$ cat src/rtl/bin_to_bcd_seq.sv
// Iterative double-dabble binary-to-BCD converter, one input bit per clock.
// Produces packed BCD digits, a leading-zero mask and a saturation flag.
module bin_to_bcd_seq #(
    parameter int unsigned BIN_WIDTH = 20,
    parameter int unsigned DIGITS    = 6
) (
    input  logic                    clk,
    input  logic                    reset,
    input  logic                    start,
    input  logic [BIN_WIDTH-1:0]    bin_in,
    output logic                    busy,
    output logic                    done,
    output logic [4*DIGITS-1:0]     bcd_out,
    output logic [DIGITS-1:0]       digit_valid,
    output logic                    overflow
);

    localparam int unsigned ACC_DIGITS = 10;
    localparam int unsigned ACC_W      = 4 * ACC_DIGITS;
    localparam int unsigned OUT_W      = 4 * DIGITS;
    localparam int unsigned CNT_W      = 6;

    localparam logic [1:0] ST_IDLE   = 2'd0;
    localparam logic [1:0] ST_SHIFT  = 2'd1;
    localparam logic [1:0] ST_FINISH = 2'd2;

    logic [1:0]           state_q, state_d;
    logic [BIN_WIDTH-1:0] shift_q, shift_d;
    logic [ACC_W-1:0]     acc_q,   acc_d;
    logic [CNT_W-1:0]     cnt_q,   cnt_d;
    logic                 busy_q,  busy_d;
    logic                 done_q,  done_d;
    logic [OUT_W-1:0]     bcd_q,   bcd_d;
    logic [DIGITS-1:0]    valid_q, valid_d;
    logic                 ovf_q,   ovf_d;

    logic [ACC_W-1:0]     adj_c;
    logic                 hi_nz_c;
    logic [DIGITS-1:0]    exact_valid_c;
    logic                 any_nz_c;

    // Accumulator helpers: add-3 correction, upper-digit overflow and leading-zero mask
    always_comb begin
        adj_c         = acc_q;
        hi_nz_c       = |acc_q[ACC_W-1:OUT_W];
        exact_valid_c = '0;
        any_nz_c      = 1'b0;
        for (int i = 0; i < int'(ACC_DIGITS); i++) begin
            if (acc_q[4*i +: 4] >= 4'd5) begin
                adj_c[4*i +: 4] = acc_q[4*i +: 4] + 4'd3;
            end
        end
        for (int i = int'(DIGITS) - 1; i >= 0; i--) begin
            any_nz_c         = any_nz_c | (acc_q[4*i +: 4] != 4'd0);
            exact_valid_c[i] = any_nz_c;
        end
        exact_valid_c[0] = 1'b1;
    end

    // Next-state and registered-output logic
    always_comb begin
        state_d = state_q;
        shift_d = shift_q;
        acc_d   = acc_q;
        cnt_d   = cnt_q;
        busy_d  = busy_q;
        done_d  = 1'b0;
        bcd_d   = bcd_q;
        valid_d = valid_q;
        ovf_d   = ovf_q;

        case (state_q)
            ST_IDLE: begin
                if (start) begin
                    shift_d = bin_in;
                    acc_d   = '0;
                    cnt_d   = CNT_W'(BIN_WIDTH);
                    busy_d  = 1'b1;
                    state_d = ST_SHIFT;
                end
            end
            ST_SHIFT: begin
                acc_d   = {adj_c[ACC_W-2:0], shift_q[BIN_WIDTH-1]};
                shift_d = shift_q << 1;
                cnt_d   = cnt_q - CNT_W'(1);
                if (cnt_q == CNT_W'(1)) begin
                    state_d = ST_FINISH;
                end
            end
            ST_FINISH: begin
                done_d  = 1'b1;
                busy_d  = 1'b0;
                state_d = ST_IDLE;
                if (hi_nz_c) begin
                    ovf_d   = 1'b1;
                    bcd_d   = {DIGITS{4'h9}};
                    valid_d = '1;
                end else begin
                    ovf_d   = 1'b0;
                    bcd_d   = acc_q[OUT_W-1:0];
                    valid_d = exact_valid_c;
                end
            end
            default: begin
                busy_d  = 1'b0;
                state_d = ST_IDLE;
            end
        endcase
    end

    // State and output registers with synchronous reset
    always_ff @(posedge clk) begin
        if (reset) begin
            state_q <= ST_IDLE;
            shift_q <= '0;
            acc_q   <= '0;
            cnt_q   <= '0;
            busy_q  <= 1'b0;
            done_q  <= 1'b0;
            bcd_q   <= '0;
            valid_q <= DIGITS'(1);
            ovf_q   <= 1'b0;
        end else begin
            state_q <= state_d;
            shift_q <= shift_d;
            acc_q   <= acc_d;
            cnt_q   <= cnt_d;
            busy_q  <= busy_d;
            done_q  <= done_d;
            bcd_q   <= bcd_d;
            valid_q <= valid_d;
            ovf_q   <= ovf_d;
        end
    end

    assign busy        = busy_q;
    assign done        = done_q;
    assign bcd_out     = bcd_q;
    assign digit_valid = valid_q;
    assign overflow    = ovf_q;

endmodule

$ cat config.mk
export PLATFORM = sky130hd
export DESIGN_NAME = bin_to_bcd_seq
export DESIGN_NICKNAME = d
export VERILOG_FILES = /design/src/rtl/bin_to_bcd_seq.sv
export SDC_FILE = /design/constraint.sdc
export NUM_CORES = 1
export LEC_CHECK = 0
export CAP_MARGIN = 20
export CELL_PAD_IN_SITES_DETAIL_PLACEMENT = 1
export CELL_PAD_IN_SITES_GLOBAL_PLACEMENT = 1
export CORE_ASPECT_RATIO = 2
export CORE_MARGIN = 3
export CORE_UTILIZATION = 42
export DETAILED_ROUTE_END_ITERATION = 10
export PLACE_DENSITY = 0.81
export SLEW_MARGIN = 20
export SYNTH_ARGS = -nofsm -noshare
export SYNTH_HDL_FRONTEND = slang
export SYNTH_SLANG_ARGS = --single-unit
$ cat constraint.sdc
create_clock -name clk -period 2.4 [get_ports clk]
set_input_delay 0.48 -clock clk [delete_from_list [all_inputs] [get_ports clk]]
set_output_delay 0.48 -clock clk [all_outputs]
set_load 0.03 [all_outputs]
Yosys cells after proc, flatten, opt, wreduce, memory -nomap -nowiden. Cells that the tools add are included.

$add $sub $neg: 11. $lt $le $gt $ge: 10. Equal/unequal tests: 5. Multiplexer cells: 25. Bitwise operators: 5. Reductions and logical operators: 11.

Operators with widths (number): $pmux W40 S2 (1); $ge A4 B3 Y1 const B (10); $mux W40 (1); $pmux W20 S2 (1); $add A4 B2 Y4 const B (9); $mux W4 (9); $mux W24 (1); $mux W20 (1); $reduce_bool A4 Y1 (5); $reduce_or A16 Y1 (1); $mux W6 (2); $pmux W6 S2 (1); $eq A6 B1 Y1 const B (1); $reduce_and A2 Y1 (3); $sub A6 B1 Y6 const B (1); $mux W2 (2); $ne A2 B2 Y1 const B (2); $or A1 B1 Y1 (4); $pmux W2 S2 (1); $add A3 B2 Y3 const B (1); $mux W1 (3); $mux W3 (1); $eq A2 B1 Y1 const B (1); $eq A2 B2 Y1 const B (1); other kinds (4) (4).

Bits in registers: 101. Bits of input ports: 23. Output and inout port bits: 33. Logic and storage cells: 76.

Longest topological paths before layout. Gate-level depths: netlist of run 1.

Depth in word-level cells: 6. Mapped depth: 7. Mapped depth without buffers: 6.

Worst setup path before layout of run 1. OpenSTA, ideal clock, no wires.

Path type: reg2reg. Start: register acc_q[26]. End: register valid_q[3] (netlist: digit_valid[3]). Setup time: 0.134 ns. Arrival: 1.666 ns. Data required time: 2.266 ns. Setup slack: 0.600 ns. Stages on the path, launching flop included: 6. Buffers on the path: 1. Period minus slack after synthesis: 1.800 ns. Path through: dfxtp_1 or4_4 or4_4 buf_6 nor2_4 a211oi_1.

Word-level cells in the longest chain between the ends: 2.

Ends and longest elaborated chain: start, declared (RTL line 29) `logic [ACC_W-1:0] acc_q, acc_d;`; start signal, assigned (RTL line 116) `acc_q <= '0;`; start signal, assigned (RTL line 126) `acc_q <= acc_d;`; $reduce_or A16 Y1 (RTL line 45) `hi_nz_c = |acc_q[ACC_W-1:OUT_W];`; $mux W6 (RTL line 94) `if (hi_nz_c) begin`; end signal, assigned (RTL line 131) `valid_q <= valid_d;`; end, declared (RTL line 34) `logic [DIGITS-1:0] valid_q, valid_d;`.

Every way passes these cells. A chain may end at the register's enable or synchronous reset.

Final worst setup path of run 1.
Start: register acc_q[30]. End: register valid_q[1] (netlist: digit_valid[1]).

The elaborated chain is that of the path after synthesis.

==> impl_metrics.tcl, run 1 <==
set metrics [dict create \
    worst_slew_pin_slew_ns 0.574 \
    finalSetupTns_ns 0 \
    synth_xor_area_share_pct 2.66 \
    fin_crit_sh_pct 84.2 \
    p_comb_share_pct 7.7 \
    dieArea_sq_um 12400 \
    async_reset_ff_share_pct 0 \
    synthMuxAreaShare_pct 2.41 \
    worst_hold_path_type "reg2reg" \
    yosysMostFrequentCell "dfxtp_1" \
    drive_above_1_share_pct 7.02 \
    seq_area_frac_synth_pct 43.4 \
    slew_headroom_pct 61.5 \
    cts-hold-fix-buffers 0 \
    power_frac_seq_pct 46.9 \
    critPathArrivalTime_ns 2.24 \
    intPower_mw 2.85 \
    n_antenna_cell 0 \
    drc 0 \
    skew_ns 0.00737 \
    synth-compound-area-share_pct 19.7 \
    clk_latency_ns 0.34 \
    synth-simple-area-share_pct 18.5 \
    die_h_um 154 \
    met2WireLength_um 7210 \
    ys.flop_type "dfxtp_1" \
    wirelength_um 12400 \
    drv_slew 0 \
    clock-sinks 100 \
    ctsLongestPathBuffers 2 \
    path_clk_slew_ns 0.07 \
    power_density_nw_per_um2 655 \
    crit_required_ns 2.62 \
    critPathLaunchType "register" \
    rows 53 \
    cts_setup_buffers 0 \
    yosys.area.top_type "dfxtp_1" \
    synth_nets 590 \
    synth-seq-cells 100 \
    dr_total_vias 4073 \
    port_buffers 54 \
    synth_adder_area_share_pct 8.40 \
    hpwl_um 9090 \
    antenna_found_initial 0 \
    ios 56 \
    switching_share_pct 22.7 \
    syn_area_per_cell_sq_um 8.61 \
    min_path_cells 2 \
    min_to "bcd_out[17]" \
    wl_met1_um 4320 \
    worstSetupPathType "reg2reg" \
    grt_max_degree 33 \
    r2r_start "acc_q[30]" \
    drv_cap 0 \
    ff2ff_path_depth 4 \
    syn-instance-count 536 \
    grt.total_usage_pct 20.9 \
    drtAntennaViolNets 0 \
    dr_wl_met3_um 356 \
    reg2reg_slack_ns 0.38 \
    syn_area_sq_um 4620 \
    nNetsFinal 633 \
    dieWidth_um 80.1 \
    grt.overflow.total 0 \
    status "finished, final reports clean" \
    whs_ns 0.456 \
    cp-end-kind "register" \
    hold_violations 0 \
    grt_pass1_wl_um 20300 \
    rsz0062_at_grt "no" \
    setup-violations-final 0 \
    rr_endpoint "digit_valid[1]" \
    path_max_fanout 11 \
    top_layer "met4" \
    drtIter0Drc 184 \
    cts-buffers-inserted 9 \
    via_per_inst 5.65 \
    gp_congestion 0.814 \
    power.leakage_nw 2.09 \
    area_growth_pct 22.1 \
    yosysWarnings 0 \
    hold_start "bcd_out[17]" \
    cts_tree "built" \
    synth_top_family_by_area "compound AO/OA/AOI/OAI gates" \
    yosys-top-cells-area "dfxtp_1, ha_1, a21oi_1, nand2_1, a22o_1" \
    synth_edf_count 0 \
    power_switching_uw 839 \
    avgRoutedWirePerCell_um 17.2 \
    grt_pass1_vias 4359 \
    ir_worst_vdd_v 0.000549 \
    fin_crit_ns 2.02 \
    yosys.area.top_type_share_pct 43.4 \
    ys_types 42 \
    max_clock_freq_ghz 0.495 \
    initial_utilization_pct 43.5 \
    cts_max_level 3 \
    drtPass1Iterations 4 \
    core_sq_um 10600 \
    root_buffer "clkbuf_16" \
    clockPowerShare_pct 45.4 \
    ys_top_cells_by_count "dfxtp_1, a21oi_1, nand2_1" \
    post_cts_resized 0 \
]
per-stage QoR:
stage | cells | util (%) | worst slack [ns] | instance area [sq um] | total power, mW
floorplan | 536 | - | 0.600 | 4620 | 1.94
global route | 721 | 53.1 | 0.297 | 5640 | 3.84
detailed placement | 705 | 49.9 | 0.284 | 5290 | 2.05
finish | 721 | 53.1 | 0.380 | 5640 | 3.69
CTS | 721 | 53.1 | 0.378 | 5640 | 3.73
global placement | 705 | 49.9 | 0.317 | 5290 | 2.04
layout make-up:
class | instances | area, sq um
multi-input combinational | 379 | 2410
timing repair buffer | 66 | 626
inverter | 23 | 86.3
fill | 1264 | 4970
clock inverter | 6 | 109
sequential | 100 | 2000
tap | 137 | 171
clock buffer | 10 | 239
worst max-delay path, cell delays in order, from the launching register on:
cell     delay [ns]
dfxtp_1        0.35
or4_1          0.61
or4_4          0.56
nor3_2         0.25
a31oi_1        0.12
power by group through the flow:
stage / Sequential (mW) / Combinational (mW) / Clock, mW
after global routing: 1.73 / 0.313 / 1.79
after global placement: 1.77 / 0.276 / 0
after detailed placement: 1.77 / 0.285 / 0
after CTS: 1.73 / 0.288 / 1.71
final: 1.73 / 0.284 / 1.68
after floorplan: 1.77 / 0.170 / 0
registers in the layout, indices dropped and copies added, names as in the netlist:
signal       cells
cnt_q            6
digit_valid      5
shift_q         20
done             1
bcd_out         24
state_q          2
busy             1
acc_q           40
overflow         1
cell families after synthesis:
| logic type | after synthesis |
|---|---|
| buf+inv | 57 |
| fa+ha+maj | 31 |
| mux | 11 |
| other cells | 1 |
| compound gates | 145 |
| simple gates | 177 |
| flops | 100 |
| xor+xnor | 14 |
per-layer routing:
layer,vias to the layer above,global-route usage (%)
met5,-,0
li1,1953,-
met3,30,3.50
met1,2008,19.2
met4,0,11.1
met2,82,41.3
placed cells by master, fill, tap and decap left out, drive strengths merged, types with 13 or more instances in the layout:
master,Yosys,layout
a21oi,66,66
clkdlybuf4s50,0,53
a22oi,19,19
a22o,20,20
dfxtp,100,100
inv,23,24
nor2,36,36
nor3,24,24
nand3,21,21
nand2,56,56
nand2b,13,13
buf,6,13
ha,31,31
o21ai,20,20
worst max path at each step:
| stage | start | to | slack, ns | cells past startpoint |
|---|---|---|---|---|
| 6_report | acc_q[30] | digit_valid[1] | 0.38 | 4 |
| 5_1_grt | acc_q[28] | digit_valid[1] | 0.30 | 6 |
| 4_1_cts | acc_q[30] | digit_valid[1] | 0.38 | 4 |
| 3_5_place_dp | start | acc_q[11] | 0.28 | 6 |
| 3_3_place_gp | start | cnt_q[3] | 0.32 | 5 |
| 2_1_floorplan | acc_q[26] | digit_valid[3] | 0.60 | 5 |
Note: power is estimated with default switching activity, not from simulation.
==> inputs of run 2 (changes only) <==
Settings changed: CORE_UTILIZATION 42 to 38, PLACE_DENSITY 0.81 to 0.78.
Clock period 2.4 ns to 1.7 ns, I/O delays scaled along.
==> run 2 against run 1 <==
Effect of this change:
- the run now ends with negative setup slack left
- flip-flop and latch count did not move
- sequential share of layout area is 3.3 points lower
- routed wire length rose by 13%
- power grew 36%
- sequential power up 41%
- combinational power up 73%
- first-iteration DRC count rose by 2.7%
- die area is 9.9% higher
- critical path depth rose by 1
- setup slack worse by 0.56 ns
- utilization fell by 0.098 points
- non-clock buffer count increased by 53
- critical path type unchanged
- highest routed layer unchanged
==> impl_metrics.tcl, run 2 (synthesized netlist as in run 1, its figures left out) <==
set metrics [dict create \
    status "complete, but fails checks" \
    violations "negative setup slack" \
    cp-end-kind "register" \
    intPower_mw 3.78 \
    nNetsFinal 686 \
    path_clk_slew_ns 0.07 \
    grt_pass1_vias 4782 \
    layout_common_cells "dfxtp_1, nand2_1, buf_4, a21oi_1, ha_1" \
    mostFrequentLayoutCell "dfxtp_1" \
    power_switching_mw 1.25 \
    path_max_fanout 6 \
    via_per_inst 5.54 \
    switching_share_pct 24.9 \
    drv_slew 0 \
    power_mw 5.04 \
    fin_crit_ns 1.88 \
    setup-violations-final 17 \
    drc 0 \
    drtPass1Iterations 4 \
    ctsLongestPathBuffers 2 \
    dieWidth_um 83.9 \
    drtAntennaViolNets 0 \
    area_growth_pct 35.3 \
    largest_reg_flops 40 \
    top_register "acc_q" \
    core_sq_um 11800 \
    clockPowerShare_pct 41.8 \
    cts_tree "built" \
    dieArea_sq_um 13600 \
    power.leakage_nw 2.60 \
    grt_pass1_wl_um 23000 \
    dr_total_vias 4327 \
    layout_setup_ws_ns -0.181 \
    cts-buffers-inserted 9 \
    ir_worst_vdd_v 0.000544 \
    clock-sinks 100 \
    die_h_um 162 \
    grt.overflow.total 0 \
    initial_utilization_pct 39.2 \
    crit_required_ns 1.93 \
    avgRoutedWirePerCell_um 17.9 \
    cts-hold-fix-buffers 0 \
    drtIter0Drc 189 \
    final_core_util_pct 53.1 \
    clk_latency_ns 0.35 \
    rows 56 \
    hold_violations 0 \
    drive_above_1_share_pct 20.4 \
    wirelength_um 14000 \
    drv_cap 0 \
    worstSetupPathType "reg2reg" \
    critPathArrivalTime_ns 2.11 \
    hpwl_um 9740 \
    power_density_nw_per_um2 806 \
    worst_hold_path_type "in2reg" \
    root_buffer "clkbuf_16" \
    rsz0062_at_grt "yes" \
    port_buffers 54 \
    skew_ns 0.00894 \
    max_clock_freq_ghz 0.532 \
    gp_congestion 0.813 \
    fin_crit_sh_pct 111 \
    antenna_found_initial 0 \
    ios 56 \
    n_antenna_cell 0 \
    power_frac_seq_pct 48.4 \
    grt.total_usage_pct 21.0 \
    critPathLaunchType "register" \
    grt_max_degree 31 \
    whs_ns 0.378 \
    p_comb_share_pct 9.7 \
    cts_max_level 3 \
    fillers 1393 \
]
-- run 2: cell count changes in the layout (fill, tap and decap cells not counted), moves of 17 or more --
cell,change
buf_4,+41
a21oi_2,+17
a21oi_1,-18
dlygate4sd2_1,+27
clkdlybuf4s50_1,-32
-- run 2: power by group through the flow --
stage	Combinational, mW	Clock (mW)	Sequential, mW
after floorplan	0.239	0	2.49
after global placement	0.462	0	2.49
after detailed placement	0.479	0	2.49
after CTS	0.486	2.14	2.44
after global routing	0.539	2.24	2.44
final	0.491	2.11	2.44
-- run 2: layer usage --
metal	wire length (um)	global-route usage [%]	vias up
met5	0	0	-
met4	416	9.66	0
met3	334	2.94	32
met2	8160	42.6	88
met1	5070	20.0	2142
li1	-	-	2065
-- run 2: cell type report --
cell class	instances	area [sq um]	area share [%]
flip-flops and latches	100	2010	32.2
clock buffers	10	239	3.83
multi-input cells	379	2560	40.9
inverters	23	86.3	1.38
repair buffers	119	1110	17.8
clock inverters	5	60.1	0.962
well taps	145	181	2.91
-- run 2: worst paths after layout --
kind	cells after the start	start	slack (ns)	to
min reg2reg	2	shift_q[13]	0.46	shift_q[13]
max reg2reg	5	acc_q[35]	-0.18	digit_valid[3]
min	2	reset	0.38	cnt_q[5]
max	5	acc_q[35]	-0.18	digit_valid[3]
-- run 2: critical path, cell delays in order, from the launching register on --
cell	delay, ns
dfxtp_2	0.32
or4_4	0.53
or4_4	0.58
buf_12	0.18
nor2_4	0.09
a211oi_2	0.07
-- run 2: through the flow --
| step | worst slack, ns | instance area, sq um | cells | TNS (ns) |
|---|---|---|---|---|
| after global placement | -0.164 | 5780 | 764 | -8.55 |
| after detailed placement | -0.248 | 5780 | 764 | -13.56 |
| after global routing | -0.217 | 6240 | 781 | -3.31 |
| after floorplan | -0.0755 | 4620 | 536 | -0.715 |
| final | -0.181 | 6240 | 781 | -1.84 |
| after CTS | -0.194 | 6130 | 781 | -3.18 |
-- run 2: what timing repair did --
item | 4_1_cts | 5_1_grt
setup endpoints to repair | 52 | 51
resized for setup | 48 | 32
buffers inserted | 2 | 1
pin swaps | 5 | 3
==> inputs of run 3 (changes only) <==
Settings changed: CTS_BUF_LIST from default to sky130_fd_sc_hd__clkbuf_16, SETUP_SLACK_MARGIN from default to 0.02, SLEW_MARGIN 20 to default.
==> run 3 against run 2 <==
Effect of this change:
- the run still ends with negative setup slack left
- first-iteration DRC count shrank 24%
- sequential power hardly changed
- count of clock-buffer cells in the layout down 1
- clock skew barely moved
- critical path type unchanged
- largest cell class unchanged
- largest power group unchanged
==> impl_metrics.tcl, run 3 (synthesized netlist as in run 1, its figures left out) <==
set metrics [dict create \
    via_per_inst 5.52 \
    gp_congestion 0.813 \
    regArea_sq_um 2020 \
    fin_crit_ns 1.89 \
    drc 0 \
    grt.total_usage_pct 21.0 \
    path_cells "or4_4 -> or4_4 -> buf_12 -> nor2_4 -> a211oi_2" \
    grt_pass1_vias 4761 \
    final_core_util_pct 53.0 \
    n_antenna_cell 0 \
    largest_reg_flops 40 \
    cp_common_cell "or4_4" \
    drtPass1Iterations 4 \
    power_density_nw_per_um2 799 \
    grt_pass1_wl_um 23100 \
    cts_tree "built" \
    fillers 1394 \
    hold_start "reset" \
    ctsLongestPathBuffers 2 \
    drive_above_1_share_pct 21.0 \
    dieWidth_um 83.9 \
    layout_setup_ws_ns -0.186 \
    power_mw 4.98 \
    drtAntennaViolNets 0 \
    cp-startpoint "acc_q[35]" \
    cts-hold-fix-buffers 0 \
    hpwl_um 9740 \
    crit_slowest_cell "or4_4" \
    drv_slew 0 \
    worstSetupPathType "reg2reg" \
    rows 56 \
    initial_utilization_pct 39.2 \
    fin_crit_sh_pct 111 \
    root_buffer "clkbuf_16" \
    cp_slowest_stage_delay_ns 0.58 \
    setup-violations-final 25 \
    critPathArrivalTime_ns 2.11 \
    clockPowerShare_pct 41.3 \
    p_comb_share_pct 9.8 \
    drv_cap 0 \
    critPathLaunchType "register" \
    dr_total_vias 4317 \
    cp_num_buf_inv 1 \
    placed_area_sq_um 5780 \
    top_register "acc_q" \
    port_buffers 54 \
    status "complete, but fails checks" \
    cp-end-kind "register" \
    switching_share_pct 25.0 \
    violations "negative setup slack" \
    multi_input_comb_area_sq_um 2560 \
    path_clk_slew_ns 0.07 \
    power.leakage_nw 2.53 \
    layout_common_cells "dfxtp_1, nand2_1, buf_4, a21oi_1, dlygate4sd2_1" \
    power_frac_seq_pct 48.9 \
    skew_ns 0.00891 \
    max_clock_freq_ghz 0.530 \
    grt_max_degree 31 \
    drtIter0Drc 143 \
    area_growth_pct 35.1 \
    grt.overflow.total 0 \
    finish.instance_area_sq_um 6240 \
    clock-sinks 100 \
    crit_required_ns 1.93 \
    dieArea_sq_um 13600 \
    wirelength_um 14000 \
    cts-buffers-inserted 9 \
    die_h_um 162 \
    ios 56 \
    worst_hold_path_type "in2reg" \
    intPower_mw 3.74 \
    hold_violations 0 \
    avgRoutedWirePerCell_um 17.9 \
    path_max_fanout 6 \
    reg2reg_slack_ns -0.19 \
    mostFrequentLayoutCell "dfxtp_1" \
    clk_latency_ns 0.35 \
    nNetsFinal 687 \
    core_sq_um 11800 \
    power_switching_mw 1.24 \
    ir_worst_vdd_v 0.000546 \
    cpLargestDelayFamily "simple AND/OR/NAND/NOR gates" \
    cts_max_level 3 \
    rsz0062_at_grt "yes" \
    antenna_found_initial 0 \
    r2r_start "acc_q[35]" \
]
run 3: layout make-up:
class                           instances  area share [%]
Multi-Input combinational cell        379            41.1
Inverter                               23            1.38
Clock inverter                          6            1.02
Timing Repair Buffer                  120            17.7
Sequential cell                       100            32.3
Tap cell                              145            2.91
Clock buffer                            9            3.61
run 3: routing by layer:
layer | wire length (um) | vias to the layer above | track usage (%)
met1 | 5070 | 2148 | 20.3
met5 | 0 | - | 0
met3 | 310 | 28 | 2.84
met2 | 8220 | 76 | 42.6
met4 | 368 | 0 | 9.52
li1 | - | 2065 | -
run 3: worst paths after layout:
| path | to | cells after the start |
|---|---|---|
| setup reg to reg | digit_valid[3] | 5 |
| hold / removal | cnt_q[5] | 2 |
| hold reg to reg | shift_q[13] | 2 |
| setup / recovery | digit_valid[3] | 5 |
run 3: power by group through the flow:
| stage | combinational, mW | sequential, mW | clock, mW |
|---|---|---|---|
| after floorplan | 0.239 | 2.49 | 0 |
| after global placement | 0.462 | 2.49 | 0 |
| after detailed placement | 0.479 | 2.49 | 0 |
| after CTS | 0.486 | 2.44 | 2.09 |
| after global routing | 0.535 | 2.44 | 2.20 |
| final | 0.488 | 2.44 | 2.06 |
run 3: per-stage QoR:
step,setup TNS (ns),setup slack [ns],std cells,hold slack (ns)
2_1_floorplan,-0.715,-0.0755,536,0.432
3_3_place_gp,-8.55,-0.164,764,0.443
3_5_place_dp,-13.56,-0.248,764,0.454
4_1_cts,-3.16,-0.194,781,0.361
5_1_grt,-3.62,-0.218,782,0.415
6_report,-2.11,-0.186,782,0.377
run 3: repair_timing:
item,in CTS,in global routing
buffers inserted,2,2
gates resized for setup,57,28
pin swaps,5,5
cloned,0,0
endpoints found under the hold margin,0,0
setup endpoints to repair,58,50
